**config.mk**
```make
export PLATFORM = sky130hd
export DESIGN_NAME = ram_program_loader
export DESIGN_NICKNAME = d
export VERILOG_FILES = /design/src/rtl/ram_program_loader_pkg.sv /design/src/rtl/ram_program_loader_checksum.sv /design/src/rtl/ram_program_loader.sv
export SDC_FILE = /design/constraint.sdc
export NUM_CORES = 1
export LEC_CHECK = 0
export ABC_AREA = 0
export ABC_CLOCK_PERIOD_IN_PS = 2900
export BUFFER_PORTS_ARGS = -buffer_cell sky130_fd_sc_hd__buf_2
export CORE_UTILIZATION = 50
export CTS_CLUSTER_SIZE = 10
export DETAILED_ROUTE_END_ITERATION = 10
export HOLD_SLACK_MARGIN = 0.12
export PLACE_DENSITY = 0.76
export SLEW_MARGIN = 10
export SYNTH_ARGS = -nofsm -noshare
export SYNTH_HDL_FRONTEND = slang
export SYNTH_SLANG_ARGS = --single-unit
```
**constraint.sdc**
```tcl
create_clock -name clk -period 2.9 [get_ports clk]
set_clock_uncertainty 0.05 [all_clocks]
set_input_delay 0.145 -clock clk [delete_from_list [all_inputs] [get_ports clk]]
set_output_delay 0.145 -clock clk [all_outputs]
set_load 0.005 [all_outputs]
```
**src/rtl/ram_program_loader_pkg.sv**
```systemverilog
// ----------------------------------------------------------------------------
// ram_program_loader_pkg
// Shared definitions for the program RAM loader:
//   - default RAM geometry (address width, word width, load length)
//   - loader FSM state encoding (3-bit)
// Imported by ram_program_loader and sap_checksum8.
// ----------------------------------------------------------------------------
package ram_program_loader_pkg;

    localparam int DEFAULT_ADDR_W   = 4;
    localparam int DEFAULT_DATA_W   = 8;
    localparam int DEFAULT_LOAD_LEN = 16;

    // S_CHECK is only reachable when RAM_LOADER_CHECKSUM_EN is defined.
    typedef enum logic [2:0] {
        S_IDLE  = 3'd0,
        S_LOAD  = 3'd1,
        S_WRITE = 3'd2,
        S_CHECK = 3'd3,
        S_DONE  = 3'd4
    } loaderState_t;

endpackage

```
**src/rtl/ram_program_loader_checksum.sv**
```systemverilog
// ----------------------------------------------------------------------------
// sap_checksum8
// Running mod-2**W sum of the program bytes, used to validate a trailing
// checksum byte.
// Ports:
//   clk_i     clock, rising edge
//   clr_i     asynchronous active-high reset (sum -> 0)
//   clear_i   restart the sum at 0 (start of a new load)
//   add_i     accumulate data_i into the sum this cycle
//   data_i    byte to accumulate
//   cmp_i     checksum byte to compare against the current sum
//   match_o   1 when the accumulated sum equals cmp_i
// ----------------------------------------------------------------------------
module sap_checksum8
    import ram_program_loader_pkg::*;
#(
    parameter int W = DEFAULT_DATA_W
) (
    input  logic         clk_i,
    input  logic         clr_i,
    input  logic         clear_i,
    input  logic         add_i,
    input  logic [W-1:0] data_i,
    input  logic [W-1:0] cmp_i,
    output logic         match_o
);

    logic [W-1:0] sum_q;
    logic [W-1:0] sum_d;

    // Clear wins over add so a new load always starts from a clean sum.
    always_comb begin
        sum_d = sum_q;
        if (clear_i) begin
            sum_d = '0;
        end else if (add_i) begin
            sum_d = sum_q + data_i;
        end
    end

    always_ff @(posedge clk_i or posedge clr_i) begin
        if (clr_i) begin
            sum_q <= '0;
        end else begin
            sum_q <= sum_d;
        end
    end

    assign match_o = (sum_q == cmp_i);

endmodule

```
**src/rtl/ram_program_loader.sv**
```systemverilog
// ----------------------------------------------------------------------------
// ram_program_loader
// Sequential front end for the program RAM. Accepts a byte stream over
// valid/ready, writes LOAD_LEN bytes to consecutive addresses starting at 0
// (one write strobe per byte, at most one byte per two clocks), then hands
// the RAM over to run mode. All outputs are registered.
//
// Optional feature macro: RAM_LOADER_CHECKSUM_EN
//   When defined, one extra byte is accepted after the last data byte and
//   compared with the mod-256 sum of the data bytes; a mismatch raises error
//   and keeps program_mode at 0. When undefined, error is always 0.
//
// Ports:
//   clk           clock, rising edge
//   clr           asynchronous active-high reset
//   start         begin a load (honoured in IDLE/DONE only)
//   in_data       program byte from source
//   in_valid      in_data valid
//   in_ready      loader accepts in_data this cycle
//   program_mode  to RAM: 0 = program, 1 = run
//   address       to RAM: write address
//   program_data  to RAM: write data
//   write_strobe  to RAM: one-cycle write pulse
//   busy          load in progress
//   done          load finished (sticky until next start/clr)
//   error         checksum mismatch
// ----------------------------------------------------------------------------
module ram_program_loader
    import ram_program_loader_pkg::*;
#(
    parameter int ADDR_W   = DEFAULT_ADDR_W,
    parameter int DATA_W   = DEFAULT_DATA_W,
    parameter int LOAD_LEN = DEFAULT_LOAD_LEN
) (
    input  logic              clk,
    input  logic              clr,
    input  logic              start,
    input  logic [DATA_W-1:0] in_data,
    input  logic              in_valid,
    output logic              in_ready,
    output logic              program_mode,
    output logic [ADDR_W-1:0] address,
    output logic [DATA_W-1:0] program_data,
    output logic              write_strobe,
    output logic              busy,
    output logic              done,
    output logic              error
);

    localparam logic [ADDR_W-1:0] LAST_IDX = ADDR_W'(LOAD_LEN - 1);

    loaderState_t      state_q, state_d;
    logic [ADDR_W-1:0] count_q, count_d;
    logic [ADDR_W-1:0] addr_q, addr_d;
    logic [DATA_W-1:0] data_q, data_d;
    logic              ready_q, ready_d;
    logic              strobe_q, strobe_d;
    logic              busy_q, busy_d;
    logic              done_q, done_d;
    logic              error_q, error_d;
    logic              mode_q, mode_d;
    logic              handshake;

`ifdef RAM_LOADER_CHECKSUM_EN
    logic sumClear;
    logic sumAdd;
    logic sumMatch;

    sap_checksum8 #(
        .W(DATA_W)
    ) uChecksum (
        .clk_i   (clk),
        .clr_i   (clr),
        .clear_i (sumClear),
        .add_i   (sumAdd),
        .data_i  (in_data),
        .cmp_i   (in_data),
        .match_o (sumMatch)
    );
`endif

    // Handshake uses the registered ready, so in_valid seen in the same cycle
    // that start is sampled is never taken; the first byte follows a clock later.
    assign handshake = in_valid & ready_q;

    // Next-state and next-output logic. Every output is a register, so the
    // values computed here appear one clock after the decision is made.
    always_comb begin
        state_d  = state_q;
        count_d  = count_q;
        addr_d   = addr_q;
        data_d   = data_q;
        ready_d  = 1'b0;
        strobe_d = 1'b0;
        busy_d   = busy_q;
        done_d   = done_q;
        error_d  = error_q;
        mode_d   = mode_q;
`ifdef RAM_LOADER_CHECKSUM_EN
        sumClear = 1'b0;
        sumAdd   = 1'b0;
`endif
        case (state_q)
            S_IDLE, S_DONE: begin
                if (start) begin
                    state_d = S_LOAD;
                    count_d = '0;
                    busy_d  = 1'b1;
                    done_d  = 1'b0;
                    error_d = 1'b0;
                    mode_d  = 1'b0;
                    ready_d = 1'b1;
`ifdef RAM_LOADER_CHECKSUM_EN
                    sumClear = 1'b1;
`endif
                end
            end
            S_LOAD: begin
                ready_d = 1'b1;
                if (handshake) begin
                    data_d   = in_data;
                    addr_d   = count_q;
                    strobe_d = 1'b1;
                    ready_d  = 1'b0;
                    state_d  = S_WRITE;
`ifdef RAM_LOADER_CHECKSUM_EN
                    sumAdd = 1'b1;
`endif
                end
            end
            S_WRITE: begin
                if (count_q == LAST_IDX) begin
`ifdef RAM_LOADER_CHECKSUM_EN
                    state_d = S_CHECK;
                    ready_d = 1'b1;
`else
                    state_d = S_DONE;
                    busy_d  = 1'b0;
                    done_d  = 1'b1;
                    addr_d  = '0;
                    mode_d  = 1'b1;
`endif
                end else begin
                    count_d = count_q + 1'b1;
                    ready_d = 1'b1;
                    state_d = S_LOAD;
                end
            end
`ifdef RAM_LOADER_CHECKSUM_EN
            // The checksum byte is compared but never written to the RAM.
            S_CHECK: begin
                ready_d = 1'b1;
                if (handshake) begin
                    ready_d = 1'b0;
                    state_d = S_DONE;
                    busy_d  = 1'b0;
                    done_d  = 1'b1;
                    addr_d  = '0;
                    error_d = ~sumMatch;
                    mode_d  = sumMatch;
                end
            end
`endif
            default: begin
                state_d = S_IDLE;
            end
        endcase
    end

    // State and output registers; clr aborts any load immediately.
    always_ff @(posedge clk or posedge clr) begin
        if (clr) begin
            state_q  <= S_IDLE;
            count_q  <= '0;
            addr_q   <= '0;
            data_q   <= '0;
            ready_q  <= 1'b0;
            strobe_q <= 1'b0;
            busy_q   <= 1'b0;
            done_q   <= 1'b0;
            error_q  <= 1'b0;
            mode_q   <= 1'b0;
        end else begin
            state_q  <= state_d;
            count_q  <= count_d;
            addr_q   <= addr_d;
            data_q   <= data_d;
            ready_q  <= ready_d;
            strobe_q <= strobe_d;
            busy_q   <= busy_d;
            done_q   <= done_d;
            error_q  <= error_d;
            mode_q   <= mode_d;
        end
    end

    assign in_ready     = ready_q;
    assign program_mode = mode_q;
    assign address      = addr_q;
    assign program_data = data_q;
    assign write_strobe = strobe_q;
    assign busy         = busy_q;
    assign done         = done_q;
    assign error        = error_q;

endmodule
```
==> impl_metrics.env <==
export IMPL_status="completed"
export IMPL_avgViaCountPerCell=4.99
export IMPL_hold_viol_final=0
export IMPL_grt_util_all_layers_pct=21.7
export IMPL_p_int_mw=0.613
export IMPL_syn_area_sq_um=1010
export IMPL_timing_rr_start="state_q[2]"
export IMPL_cp_required_ns=3.11
export IMPL_ctsResizeCount=0
export IMPL_cts_buffers=3
export IMPL_grt_pass1_wl_microns=3220
export IMPL_layout_common_cells="34 x nand2_1, 28 x buf_2, 23 x dfrtp_1"
export IMPL_clock_power_share_pct=15.1
export IMPL_hold_path_class="input port to flip-flop"
export IMPL_avgRoutedWirePerCell_microns=12.4
export IMPL_hold_end="state_q[0]"
export IMPL_hold_ws_ns=0.233
export IMPL_root_buffer="clkbuf_4"
export IMPL_yosysTopAreaCell="dfrtp_1"
export IMPL_start_kind="flip-flop"
export IMPL_seqPwrFrac_pct=52.1
export IMPL_clk_pin_slew_ns=0.12
export IMPL_min_from="in_valid"
export IMPL_final_common_cell="nand2_1"
export IMPL_cts_sinks=23
export IMPL_ys_ff_latch=23
export IMPL_dp_cells=151
export IMPL_grt_pass1_vias=748
export IMPL_grt_start_max_net_pins=24
export IMPL_synthTopCellsByArea="dfrtp_1 57%, nand2_1 13%, nand3_1 6.9%, buf_4 2.2%, buf_12 2.0%"
export IMPL_gp_congestion=0.785
export IMPL_finalCritPeriodShare_pct=60.1
export IMPL_crit_path_end_kind="flip-flop"
export IMPL_die_area_sq_um=2200
export IMPL_io_buffers=28
export IMPL_combinationalPowerShare_pct=32.8
export IMPL_area_delta_synth_final_pct=24.3
export IMPL_ys_types=25
export IMPL_power_density_nw_per_um2=758
export IMPL_num_nets_final=154
export IMPL_drt_iter0_markers=15
export IMPL_layoutNonFillerInstCount=165
export IMPL_tritoncts="done"
export IMPL_slew_viol_final=0
export IMPL_reg2reg_slack_ns=1.16
export IMPL_rsz0062_at_grt="no"
export IMPL_num_rows=15
export IMPL_ant_nets=0
export IMPL_fmax_mhz=574
export IMPL_die_w_microns=46.9
export IMPL_syn_inst=103
export IMPL_cts_htree_levels=1
export IMPL_grt_overflow=0
export IMPL_drc=0
export IMPL_leakage_nw=0.682
export IMPL_reg2reg_to="address[2]"
export IMPL_drt_pass1_iterations=4
export IMPL_synth_area_per_cell_sq_um=9.79
export IMPL_dr_total_vias=824
export IMPL_p_sw_mw=0.338
export IMPL_relSlewSlack_pct=43.9
export IMPL_routed_wl_microns=2040
export IMPL_critical_path_class="flip-flop to flip-flop"
export IMPL_io_pins=30
export IMPL_worstRegToRegCells=4
export IMPL_min_period_ns=1.74
export IMPL_dpl_hpwl_microns=1400
export IMPL_hold_depth=4
export IMPL_synth_top_cell_area_share_pct=57.1
export IMPL_tightest_slew_ns=0.841
export IMPL_die_h_microns=46.9
export IMPL_finalSetupViolations=0
export IMPL_critPathMaxFanout=14
export IMPL_post_place_ws_ns=1.17
export IMPL_peakVddDrop_uv=494
export IMPL_worst_slack_ns=1.16
export IMPL_syn_nets=116
export IMPL_setup_tns_ns=0
export IMPL_clk_path_buf_depth=2
export IMPL_synth_warnings=0
export IMPL_maxCapViolCount=0
export IMPL_coreArea_sq_um=1800
export IMPL_p_sw_share_pct=35.6
export IMPL_yosysSeqAreaShare_pct=57.1
export IMPL_start_util_pct=56.0
export IMPL_fin_total_pwr_mw=0.951
export IMPL_arrival_ns=1.95
export IMPL_antenna_found_initial=0
export IMPL_final_layout_size_suffix_gt1_share_pct=26.4
export IMPL_clock_latency_ns=0.30
export IMPL_diodes=0
power groups by stage:
stage | logic, mW | clock network (mW) | registers (mW)
global placement | 0.290 | 0 | 0.497
global route | 0.357 | 0.162 | 0.511
CTS | 0.314 | 0.149 | 0.494
floorplan | 0.197 | 0 | 0.502
detailed placement | 0.301 | 0 | 0.502
finish | 0.312 | 0.143 | 0.495
routing by layer:
layer	vias to the layer above	global-route usage [%]	part of all wire, %
met4	0	12.0	1.9
met5	-	0	0
met1	387	25.9	41
li1	407	-	-
met3	4	2.31	4.0
met2	26	38.1	53
kinds of logic after synthesis:
logic type	count (synthesis)	synth area share, %
AOI/OAI and AO/OA	10	5.96
adders and majority gates	1	1.24
buffers and inverters	10	7.69
DFF	23	57.1
other	1	0.372
and+or+nand+nor	58	27.7
flip-flops by register name, indices dropped and copies added, names as in the netlist:
| name | cells |
|---|---|
| program_data | 8 |
| address | 4 |
| count_q | 4 |
| state_q | 3 |
| busy | 1 |
| in_ready | 1 |
| program_mode | 1 |
| write_strobe | 1 |
through the flow:
step	cell area, sq um	util, %
finish	1250	69.6
global route	1250	69.6
CTS	1250	69.6
detailed placement	1130	62.5
global placement	1130	62.5
floorplan	1010	-
worst max-delay path by stage:
stage               start    endpoint  slack [ns]  cells after the start
2_1_floorplan    in_ready  address[3]        1.42                      6
3_3_place_gp   state_q[2]  address[1]        1.22                      4
3_5_place_dp   state_q[2]  address[2]        1.17                      4
4_1_cts        state_q[2]  address[2]        1.17                      4
5_1_grt          in_ready  address[2]        1.03                      5
6_report       state_q[2]  address[2]        1.16                      4
layout make-up:
class / count / area (sq um)
flip-flops and latches: 23 / 576
fillers: 143 / 548
multi-input cells: 70 / 355
repair buffers: 38 / 240
well taps: 25 / 31.3
inverters: 5 / 23.8
clock buffers: 3 / 22.5
clock inverters: 1 / 5.00
critical path, cell delays in order (launching register included):
cell,delay (ns)
dfrtp_1,0.43
or4b_1,0.82
inv_6,0.23
nand3_1,0.09
nand2_1,0.07
cells in the mapped netlist (all sizes together):
cell type,n
and2b,1
nand2b,1
o21a,1
conb,1
nor2,2
dfrtp,23
nand3,16
nand2,35
inv,5
o21ai,4
or3,1
nor3b,1
o41ai,1
ha,1
buf,5
a21boi,1
a31oi,1
or4b,1
a21oi,2
what timing repair did:
| item | CTS | global route |
|---|---|---|
| setup buffers | 0 | 0 |
| hold buffers | 10 | 0 |
| endpoints found under the hold margin | 32 | 0 |
Power figures use the tool's default switching activity.
